[src/rtl/ureg_arbiter2.sv]
// Two-to-one ureg arbiter: registered request slot, in-order ID FIFO for response routing.
// Define UREG_ARB_ROUND_ROBIN_EN for round-robin ties; otherwise requester 0 has fixed priority.
module ureg_arbiter2 #(
  parameter int MAX_OUTSTANDING = 4
) (
  input  logic        sys_clk,
  input  logic        sys_rst,
  input  logic        m0_req_val,
  output logic        m0_req_rdy,
  input  logic [11:0] m0_req_addr,
  input  logic [7:0]  m0_req_strb,
  input  logic [63:0] m0_req_data,
  output logic        m0_resp_val,
  input  logic        m0_resp_rdy,
  output logic [63:0] m0_resp_data,
  output logic        m0_resp_ecc,
  input  logic        m1_req_val,
  output logic        m1_req_rdy,
  input  logic [11:0] m1_req_addr,
  input  logic [7:0]  m1_req_strb,
  input  logic [63:0] m1_req_data,
  output logic        m1_resp_val,
  input  logic        m1_resp_rdy,
  output logic [63:0] m1_resp_data,
  output logic        m1_resp_ecc,
  output logic        ureg_req_val,
  input  logic        ureg_req_rdy,
  output logic [11:0] ureg_req_addr,
  output logic [7:0]  ureg_req_strb,
  output logic [63:0] ureg_req_data,
  input  logic        ureg_resp_val,
  output logic        ureg_resp_rdy,
  input  logic [63:0] ureg_resp_data,
  input  logic        ureg_resp_ecc,
  output logic        err_orphan
);

  localparam int PTR_W = (MAX_OUTSTANDING > 1) ? $clog2(MAX_OUTSTANDING) : 1;
  localparam int CNT_W = PTR_W + 1;

  // Handshakes: a transfer happens on a rising edge where val && rdy; the sender holds
  // its payload stable while val && !rdy, and rdy never depends on the partner's rdy.

  logic                       req_val_q, req_val_d;
  logic [11:0]                req_addr_q, req_addr_d;
  logic [7:0]                 req_strb_q, req_strb_d;
  logic [63:0]                req_data_q, req_data_d;
  logic [MAX_OUTSTANDING-1:0] id_mem_q, id_mem_d;
  logic [PTR_W-1:0]           rd_ptr_q, rd_ptr_d;
  logic [PTR_W-1:0]           wr_ptr_q, wr_ptr_d;
  logic [CNT_W-1:0]           count_q, count_d;
  logic                       err_orphan_q, err_orphan_d;

  logic can_accept;
  logic gnt0;
  logic gnt1;
  logic push;
  logic pop;
  logic fifo_empty;
  logic head_id;

  assign fifo_empty = (count_q == '0);
  assign head_id    = id_mem_q[rd_ptr_q];

  // The full check uses the registered count, so a same-cycle pop never frees room.
  assign can_accept = !sys_rst && (!req_val_q || ureg_req_rdy) &&
                      (count_q < CNT_W'(MAX_OUTSTANDING));

`ifdef UREG_ARB_ROUND_ROBIN_EN
  logic last_q, last_d;

  assign gnt0 = can_accept && m0_req_val && (!m1_req_val || last_q);
  assign gnt1 = can_accept && m1_req_val && (!m0_req_val || !last_q);

  always_comb begin
    last_d = last_q;
    if (gnt1)      last_d = 1'b1;
    else if (gnt0) last_d = 1'b0;
  end

  // Reset to "requester 1 granted last" so requester 0 wins the first tie.
  always_ff @(posedge sys_clk) begin
    if (sys_rst) last_q <= 1'b1;
    else         last_q <= last_d;
  end
`else
  assign gnt0 = can_accept && m0_req_val;
  assign gnt1 = can_accept && m1_req_val && !m0_req_val;
`endif

  assign push = gnt0 || gnt1;
  assign pop  = ureg_resp_val && ureg_resp_rdy && !fifo_empty;

  assign m0_req_rdy    = gnt0;
  assign m1_req_rdy    = gnt1;
  assign ureg_req_val  = req_val_q;
  assign ureg_req_addr = req_addr_q;
  assign ureg_req_strb = req_strb_q;
  assign ureg_req_data = req_data_q;

  // With nothing outstanding the response is orphaned: accept and drop it.
  assign ureg_resp_rdy = !sys_rst && (fifo_empty || (head_id ? m1_resp_rdy : m0_resp_rdy));
  assign m0_resp_val   = !sys_rst && !fifo_empty && !head_id && ureg_resp_val;
  assign m1_resp_val   = !sys_rst && !fifo_empty &&  head_id && ureg_resp_val;
  assign m0_resp_data  = ureg_resp_data;
  assign m1_resp_data  = ureg_resp_data;
  assign m0_resp_ecc   = ureg_resp_ecc;
  assign m1_resp_ecc   = ureg_resp_ecc;
  assign err_orphan    = err_orphan_q;

  always_comb begin
    req_val_d    = req_val_q;
    req_addr_d   = req_addr_q;
    req_strb_d   = req_strb_q;
    req_data_d   = req_data_q;
    id_mem_d     = id_mem_q;
    rd_ptr_d     = rd_ptr_q;
    wr_ptr_d     = wr_ptr_q;
    count_d      = count_q + CNT_W'(push) - CNT_W'(pop);
    err_orphan_d = err_orphan_q || (fifo_empty && ureg_resp_val);

    if (push) begin
      req_val_d          = 1'b1;
      req_addr_d         = gnt1 ? m1_req_addr : m0_req_addr;
      req_strb_d         = gnt1 ? m1_req_strb : m0_req_strb;
      req_data_d         = gnt1 ? m1_req_data : m0_req_data;
      id_mem_d[wr_ptr_q] = gnt1;
      wr_ptr_d           = wr_ptr_q + PTR_W'(1);
    end else if (req_val_q && ureg_req_rdy) begin
      req_val_d = 1'b0;
    end

    if (pop) rd_ptr_d = rd_ptr_q + PTR_W'(1);
  end

  always_ff @(posedge sys_clk) begin
    if (sys_rst) begin
      req_val_q    <= 1'b0;
      req_addr_q   <= '0;
      req_strb_q   <= '0;
      req_data_q   <= '0;
      id_mem_q     <= '0;
      rd_ptr_q     <= '0;
      wr_ptr_q     <= '0;
      count_q      <= '0;
      err_orphan_q <= 1'b0;
    end else begin
      req_val_q    <= req_val_d;
      req_addr_q   <= req_addr_d;
      req_strb_q   <= req_strb_d;
      req_data_q   <= req_data_d;
      id_mem_q     <= id_mem_d;
      rd_ptr_q     <= rd_ptr_d;
      wr_ptr_q     <= wr_ptr_d;
      count_q      <= count_d;
      err_orphan_q <= err_orphan_d;
    end
  end

endmodule
[config.mk]
export PLATFORM = sky130hd
export DESIGN_NAME = ureg_arbiter2
export DESIGN_NICKNAME = d
export VERILOG_FILES = /design/src/rtl/ureg_arbiter2.sv
export SDC_FILE = /design/constraint.sdc
export NUM_CORES = 1
export LEC_CHECK = 0
export ABC_AREA = 1
export ABC_CLOCK_PERIOD_IN_PS = 3570
export CORE_AREA = 10 10 170 172
export CTS_CLUSTER_SIZE = 20
export DETAILED_ROUTE_END_ITERATION = 7
export DIE_AREA = 0 0 180 182
export PLACE_DENSITY = 0.71
export SLEW_MARGIN = 20
export SYNTH_ARGS = -nofsm -noshare
export SYNTH_HDL_FRONTEND = slang
export SYNTH_SLANG_ARGS = --single-unit
[constraint.sdc]
create_clock -name sys_clk -period 3.57 [get_ports sys_clk]
set_clock_uncertainty 0.15 [all_clocks]
set_input_delay 1.071 -clock sys_clk [delete_from_list [all_inputs] [get_ports sys_clk]]
set_output_delay 1.071 -clock sys_clk [all_outputs]
set_load 0.05 [all_outputs]
==> Word level (Yosys, flattened, before mapping) <==
Index checks and enable logic that the tools add are counted.
{ "classes": {"n_addsub": 4, "reduce_logical": 27, "muxes": 11, "magnitude_cmp": 4} }
{ "op_table": {"columns": ["op", "count"], "rows": [
  ["64-bit two-way mux", 1],
  ["1-bit logical AND", 16],
  ["12-bit two-way mux", 1],
  ["8-bit two-way mux", 1],
  ["2-bit by 3-bit < comparator with 1-bit output (second input constant)", 2],
  ["1-bit logical NOT", 5],
  ["1-bit two-way mux", 5],
  ["2-bit by 1-bit adder with 2-bit output (second input constant)", 2],
  ["4-bit bitwise mux", 1],
  ["1-bit logical OR", 4],
  ["3-bit by 1-bit adder with 3-bit output", 1],
  ["3-bit logical NOT", 1],
  ["3-bit < comparator (second input constant)", 1],
  ["3-bit by 1-bit subtractor with 3-bit output", 1],
  ["1-bit binary-select mux with 2-bit select", 1],
  ["1-bit demux with 2-bit select", 1],
  ["2-bit by 1-bit >= comparator with 1-bit output (second input constant)", 1],
  ["2-bit nonzero test", 1]
]} }
{ "word_totals": {"output_inout_bits": 221, "regBits": 97} }

==> Longest topological paths before layout <==
Gate-level depths: netlist of run 1.
{ "depth": {"word_depth": 9, "depth_mapped": 16, "ltp_nobuf": 16} }

==> Worst setup path before layout of run 1 <==
OpenSTA, ideal clock, no wires.
{ "synth_path": {"kind": "in2out", "from": "input sys_rst", "to": "output m0_resp_val", "required_time_ns": 2.349, "setup_slack_ns": 0.108, "arrival_time_ns": 2.241, "path_stages": 5, "n_path_buf": 0, "cell_sequence": "inv_2 nand2_1 nor2_1 inv_1 a21oi_1"} }
{ "synth_via": {"elab_chain_len": 4} }
{ "synth_lines": {"columns": ["item", "line", "text"], "rows": [
  ["start, declared", "7", "input logic sys_rst,"],
  ["1-bit logical NOT", "103", "assign m0_resp_val = !sys_rst && !fifo_empty && !head_id && ureg_resp_val;"],
  ["1-bit logical AND (3 in series)", "103", null],
  ["end, declared", "13", "output logic m0_resp_val,"]
]} }
Every way passes these cells.

==> Final worst setup path of run 1 <==
{ "layout_path": {"from": "input ureg_resp_val", "to": "output m0_resp_val"} }
{ "layout_via": {"elab_chain_len": 1} }
{ "layout_lines": {"columns": ["item", "line", "text"], "rows": [
  ["start, declared", "31", "input logic ureg_resp_val,"],
  ["1-bit logical AND", "103", null]
]} }
Every way passes these cells.

==> run metrics, run 1 <==
Worst EP required=roughly 2.4 ns; worst path cell trace=clkdlybuf4s50_1 -> nand2_1 -> nor2_1 -> inv_1 -> a21oi_1 -> buf_12; Final min period=~3.5 ns; DR iter-0 viols=174; Buffers on Ports=~270; Die Y=182 µm; CORE AREA=roughly 0.026 mm²; cell with the most instances after synthesis=nand2_1; Crit Path Class=input pin to output port; Unique masters post-synth=20; Root Buffer=clkbuf_16; Area Growth Syn to Fin=38.9%; GR Overflow Total=0; DRT Pass-1 Iters=5; Finished Layout Cells=~1400; Mapped Nets=around 1200; predominant post-synthesis flop cell=dfxtp_1; slowest CP cell=clkdlybuf4s50_1; Max Slew Vio Count=0; final WL=about 20 mm; cell count after synthesis=945; pwr/cell area=roughly 540 mW/mm²; RSZ-0062 raised after global routing=no; Num CTS Buffers=9; Power Total=roughly 4.5 mW; Synth warnings=0; Tcrit/Tclk final=97.9%; Cells after DPL=roughly 1400; die footprint=0.0328 mm²; fraction of layout cells with a size suffix above 1=approximately 3.6%; initial antenna violation count=0; HP Class=flip-flop to flip-flop; outcome=finished clean; Slew @ Worst Pin=between 0.9 and 1 ns; Setup crit start kind=input pin; syn avg cell area=between 6 and 7 µm²; Crit path largest cell delay=around 0.48 ns; Die Span X=between 150 and 200 µm; hold depth=2; Hold Slack=0.304 ns; Routed WL per cell=approximately 14 µm; nets@finish=1305; CTS tree=done; Reg2Reg Setup Slack=0.96 ns; H-tree levels=3; Total Routing Usage GR=11.5%; post-synthesis instance area=0.00591 mm²; fillers=2744; DRC=0; post-detail-place hpwl=about 16 mm; # rows=a little under 60; Synth area leaders=dfxtp_1 (33%), buf_4 (18%), nand2_1 (18%); GPL Wtd Cong=0.783; via count=~5600; Max VDD drop=0.438 mV; Worst Setup End Kind=output port; Synth async-reset ratio=0%; Multi-input gate area=between 0.002 and 0.0025 mm²; Final Hold Viols=0; IO Pins=roughly 460; clk sinks=97; Max Fanout on Critical Path=3; clk slew on worst S/H paths=around 0.08 ns; clk buf depth=2; Register-to-Register Path Depth=16; Synth top area share=32.9%; largest net degree at the start of global routing=roughly 180; commonest cells in the netlist=nand2_1 (278), nor2_1 (175), buf_4 (140); maxcap violations=0; Via density=approximately 4; number of enable flip-flop cells after synthesis=0; largest area contributor in the netlist=dfxtp_1; FF/Latch Area=0.00194 mm²; worst-skew pair later-pin latency=roughly 0.35 ns; Final setup viols=0; Antenna Violating Nets Remaining=0; post-cts resize count=0; number of global-route vias before repair=roughly 5500; Initial Utilization=a little under a quarter; Seq cells post-synth=a little under 100; Slew headroom=roughly 36%; maximum clock rate=roughly 0.29 GHz; Antenna diodes=0; Worst EP arrival=~2.3 ns; first-pass GRT wire length=a little over 30 mm; Pleak=slightly below 4 nW; Seq/Total Area, Yosys=roughly a third
flip-flops by register name, summed over array words and instances, names as in the netlist:
| name | cells |
|---|---|
| err_orphan | 1 |
| count_q | 3 |
| wr_ptr_q | 2 |
| ureg_req_data | 64 |
| ureg_req_val | 1 |
| rd_ptr_q | 2 |
| ureg_req_strb | 8 |
| ureg_req_addr | 12 |
| id_mem_q | 4 |
timing repair:
action	CTS	global route
setup buffers	0	1
setup endpoints to repair	0	1
hold buffers	0	0
final timing paths:
kind / startpoint / endpoint
max: ureg_resp_val / m0_resp_val
min reg2reg: err_orphan / err_orphan
max reg2reg: rd_ptr_q[0] / count_q[2]
min: err_orphan / err_orphan
power by group:
group	switching (mW)	internal, mW	leakage, nW
Sequential	0.101	1.27	0.803
Clock	0.488	0.560	0.146
Combinational	1.30	0.751	2.96
Total	1.88	2.58	3.91
stage by stage:
stage / utilization, % / setup TNS, ns / setup WS (ns) / area [µm²]
floorplan: - / 0 / 0.108 / 5910
CTS: 32.0 / 0 / 0.0615 / 8200
detailed placement: 30.8 / -0.0227 / -0.0227 / 7890
finish: 32.1 / 0 / 0.0764 / 8210
global placement: 30.8 / 0 / 0.0234 / 7890
global route: 32.1 / 0 / 0.0132 / 8210
critical path: cells and delay by family:
kind                   cells  cell delay [ns]
buffers and inverters      3             0.74
AO/OA/AOI/OAI              1             0.23
AND/OR/NAND/NOR            2             0.24
area by class of cell:
| cell class | instances | share of cell area (%) |
|---|---|---|
| Sequential cell | 97 | 23.6 |
| Clock buffer | 9 | 2.74 |
| Timing Repair Buffer | 278 | 33.9 |
| Tap cell | 335 | 5.10 |
| Inverter | 100 | 4.57 |
| Clock inverter | 7 | 1.04 |
| Multi-Input combinational cell | 571 | 29.0 |
metal layers:
layer / track usage [%] / wire (µm) / vias to the layer above
li1: - / - / 2904
met1: 11.7 / 7680 / 2421
met2: 20.4 / 9990 / 209
met3: 4.79 / 1650 / 58
met4: 5.09 / 728 / 0
met5: 0 / 0 / -
logic make-up (layout without fill, tap and decap cells):
logic type	Yosys count	count (layout)	synth area share [%]
xor+xnor	2	2	0.296
buf+inv	277	394	27.1
simple gates	547	547	36.9
flops	97	97	32.9
compound gates	15	15	1.27
fa+ha+maj	7	7	1.61
placed cells by master (no fill, tap or decap):
master / netlist / layout
a21oi_1: 10 / 10
buf_4: 140 / 14
ha_1: 6 / 6
dfxtp_1: 97 / 97
o21ai_0: 4 / 4
inv_1: 98 / 98
nand4_1: 1 / 1
clkdlybuf4s50_1: 0 / 260
inv_8: 0 / 2
inv_2: 2 / 2
nand2_1: 278 / 278
nor2_4: 1 / 1
nor3_1: 1 / 1
xor2_1: 2 / 2
inv_6: 0 / 2
nand3_1: 91 / 91
nor2_1: 175 / 175
fa_1: 1 / 1
buf_12: 0 / 4
o21ai_4: 0 / 1
clkinvlp_4: 0 / 2
clkbuf_16: 0 / 9
bufinv_16: 0 / 1
Power figures use the tool's default switching activity.
==> run 2, diff against run 1 <==
--- a/config.mk
+++ b/config.mk
@@ -12,6 +12,7 @@
 export DETAILED_ROUTE_END_ITERATION = 7
 export DIE_AREA = 0 0 180 182
 export PLACE_DENSITY = 0.71
+export SETUP_SLACK_MARGIN = 0.5
 export SLEW_MARGIN = 20
 export SYNTH_ARGS = -nofsm -noshare
 export SYNTH_HDL_FRONTEND = slang
==> run 2 against run 1 <==
Flip-flop and latch count unchanged. Highest routed layer unchanged. Largest cell class unchanged. Die area unchanged. Final area increased by 3.4%. Sequential share of layout area decreased by 0.76 points.
==> run metrics, run 2 (synthesized netlist as in run 1, its figures left out) <==
outcome=finished clean; largest net degree at the start of global routing=175 (unchanged); first-pass GRT wire length=30.9 mm (+1.2%); Power Total=4.54 mW (+1.6%); HP Class=flip-flop to flip-flop; area of placed instances=0.00792 mm² (+0.30%); CORE AREA=0.0256 mm² (unchanged); final WL=20.2 mm (+1.0%); worst path cell trace=buf_8 -> inv_4 -> nand2_4 -> buf_6 -> buf_4 -> buf_4 -> buf_4 -> buf_4 -> buf_4 -> buf_4 -> buf_4 -> buf_4 -> buf_4 -> buf_4 -> buf_4 -> buf_4 -> buf_4 -> buf_4 -> a21oi_2; Antenna Violating Nets Remaining=0 (unchanged); Crit Path Class=input pin to flip-flop; CTS Hold Bufs=0 (unchanged); pre-CTS setup slack=-0.00271 ns (+0.0199 ns); Pleak=4.06 nW (+3.8%); Final Core Density=33.1% (+1.1 points); Reg2Reg Setup Slack=0.72 ns (-0.24 ns); nets@finish=1326 (+1.6%); Final Hold Viols=0 (unchanged); Most Frequent Cell on Critical Path=buf_4; Largest register FFs=64 (unchanged); slowest CP cell=buf_4; fraction of layout cells with a size suffix above 1=7.29% (+3.7 points); Via density=4.06 (+1.3%); Buffers on Ports=266 (unchanged); post-detail-place hpwl=14.7 mm (-5.7%); crit path launch=ureg_req_rdy; Max VDD drop=0.480 mV (+9.7%); Tcrit/Tclk final=87.4% (-10 points); Setup Total Neg Slack=0 ns (unchanged); Finished Layout Cells=1418 (+1.5%); GPL Wtd Cong=0.746 (-4.7%); met3 wire len=1.63 mm (-1.3%); die footprint=0.0328 mm² (unchanged); Final Cell Area=0.00849 mm² (+3.4%); number of global-route vias before repair=5779 (+5.6%); worst r2r dst=count_q[2]; commonest cells after routing, fill and taps aside=nand2_1 (275), clkdlybuf4s50_1 (254), nor2_1 (172); Slew @ Worst Pin=0.741 ns (-0.224 ns); CP endpoint=ureg_req_val; Total Routing Usage GR=11.6% (+0.091 points); Worst R2R Start=count_q[1]; IO Pins=462 (unchanged); DR iter-0 viols=201 (+16%); Cells after DPL=1378 (-0.14%); worst-skew pair later-pin latency=0.35 ns (about the same); clk slew on worst S/H paths=0.08 ns (about the same); clk buf depth=2 (unchanged); Routed WL per cell=14.3 µm (-0.49%); Max Slew Vio Count=0 (unchanged); H-tree levels=3 (unchanged); DRT Pass-1 Iters=4 (-1); Die Y=182 µm (unchanged); Final setup viols=0 (unchanged); Register-to-Register Path Depth=15 (-1); Root Buffer=clkbuf_16; Final min period=3.12 ns (-0.374 ns); Slew headroom=50.6% (+15 points); Hold Slack=0.305 ns (+0.00137 ns); Worst EP required=3.70 ns (+1.35 ns); Met1 Wirelength=7.83 mm (+2.0%); commonest non-fill, non-tap cell in the layout=nand2_1; DRC=0 (unchanged); initial antenna violation count=0 (unchanged); # rows=59 (unchanged); Crit path largest cell delay=0.13 ns (-0.35 ns); CTS tree=done; highest metal used=met4; Num CTS Buffers=9 (unchanged); GR Overflow Total=0 (unchanged); pwr/cell area=535 mW/mm² (-1.8%); Max Fanout on Critical Path=3 (unchanged); Area Growth Syn to Fin=43.6%; Initial Utilization=23.1% (unchanged); maxcap violations=0 (unchanged); Die Span X=180 µm (unchanged); maximum clock rate=0.321 GHz (+12%); Antenna diodes=0 (unchanged); setup slack after layout=0.450 ns (+0.374 ns); Setup crit start kind=input pin; Worst EP arrival=3.25 ns (+0.98 ns); via count=5752 (+2.9%); RSZ-0062 raised after global routing=yes; Worst Setup End Kind=flip-flop; clk sinks=97 (unchanged); met2 WL=9.93 mm (-0.62%)
==> run 2: changes by cell type in the layout (fill, tap and decap cells not counted), moves of 3 or more <==
| cell | delta |
|---|---|
| inv_1 | -4 |
| nor2_1 | -3 |
| nand2_1 | -3 |
| clkdlybuf4s50_1 | -6 |
| buf_4 | +15 |
| buf_6 | +5 |
==> run 2: layer usage <==
metal  track usage [%]  up-vias
met5                 0        -
met4              5.99        0
met3              4.63       66
met2              20.2      210
met1              11.9     2530
li1                  -     2946
==> run 2: layout make-up <==
type / instances / area (µm²)
timing repair buffer: 299 / 2980
clock inverter: 7 / 86.3
sequential: 97 / 1940
clock buffer: 9 / 225
multi-input combinational: 571 / 2450
inverter: 100 / 385
tap: 335 / 419
fill: 2724 / 17100
==> run 2: power by group <==
part           switching [mW]  internal, mW  total [mW]
registers               0.105          1.27        1.38
clock network           0.476         0.561        1.04
logic                    1.33         0.791        2.12
==> run 2: worst min path at each step <==
stage,startpoint,cells after the start,to
floorplan,id_mem_q[0],2,id_mem_q[0]
global placement,err_orphan,2,err_orphan
detailed placement,err_orphan,2,err_orphan
CTS,err_orphan,2,err_orphan
global route,err_orphan,2,err_orphan
finish,err_orphan,2,err_orphan
==> run 2: critical path: cells and delay by family <==
| family | cells | cell delay [ns] |
|---|---|---|
| AO/OA/AOI/OAI | 1 | 0.11 |
| buffers and inverters | 17 | 2.00 |
| AND/OR/NAND/NOR | 1 | 0.05 |
==> run 2: timing repair <==
item / CTS / global route
setup buffers: 19 / 5
pin swaps: 4 / 9
gates resized for setup: 11 / 27
setup endpoints to repair: 7 / 7
endpoints found under the hold margin: 0 / 0
==> run 3, diff against run 2 <==
--- a/config.mk
+++ b/config.mk
@@ -8,9 +8,11 @@
 export ABC_AREA = 1
 export ABC_CLOCK_PERIOD_IN_PS = 3570
 export CORE_AREA = 10 10 170 172
+export CTS_BUF_LIST = sky130_fd_sc_hd__clkbuf_16
 export CTS_CLUSTER_SIZE = 20
 export DETAILED_ROUTE_END_ITERATION = 7
 export DIE_AREA = 0 0 180 182
+export GPL_ROUTABILITY_DRIVEN = 0
 export PLACE_DENSITY = 0.71
 export SETUP_SLACK_MARGIN = 0.5
 export SLEW_MARGIN = 20
==> results of run 3 <==
Final layout, timing and power as in run 2 (identical DEF).
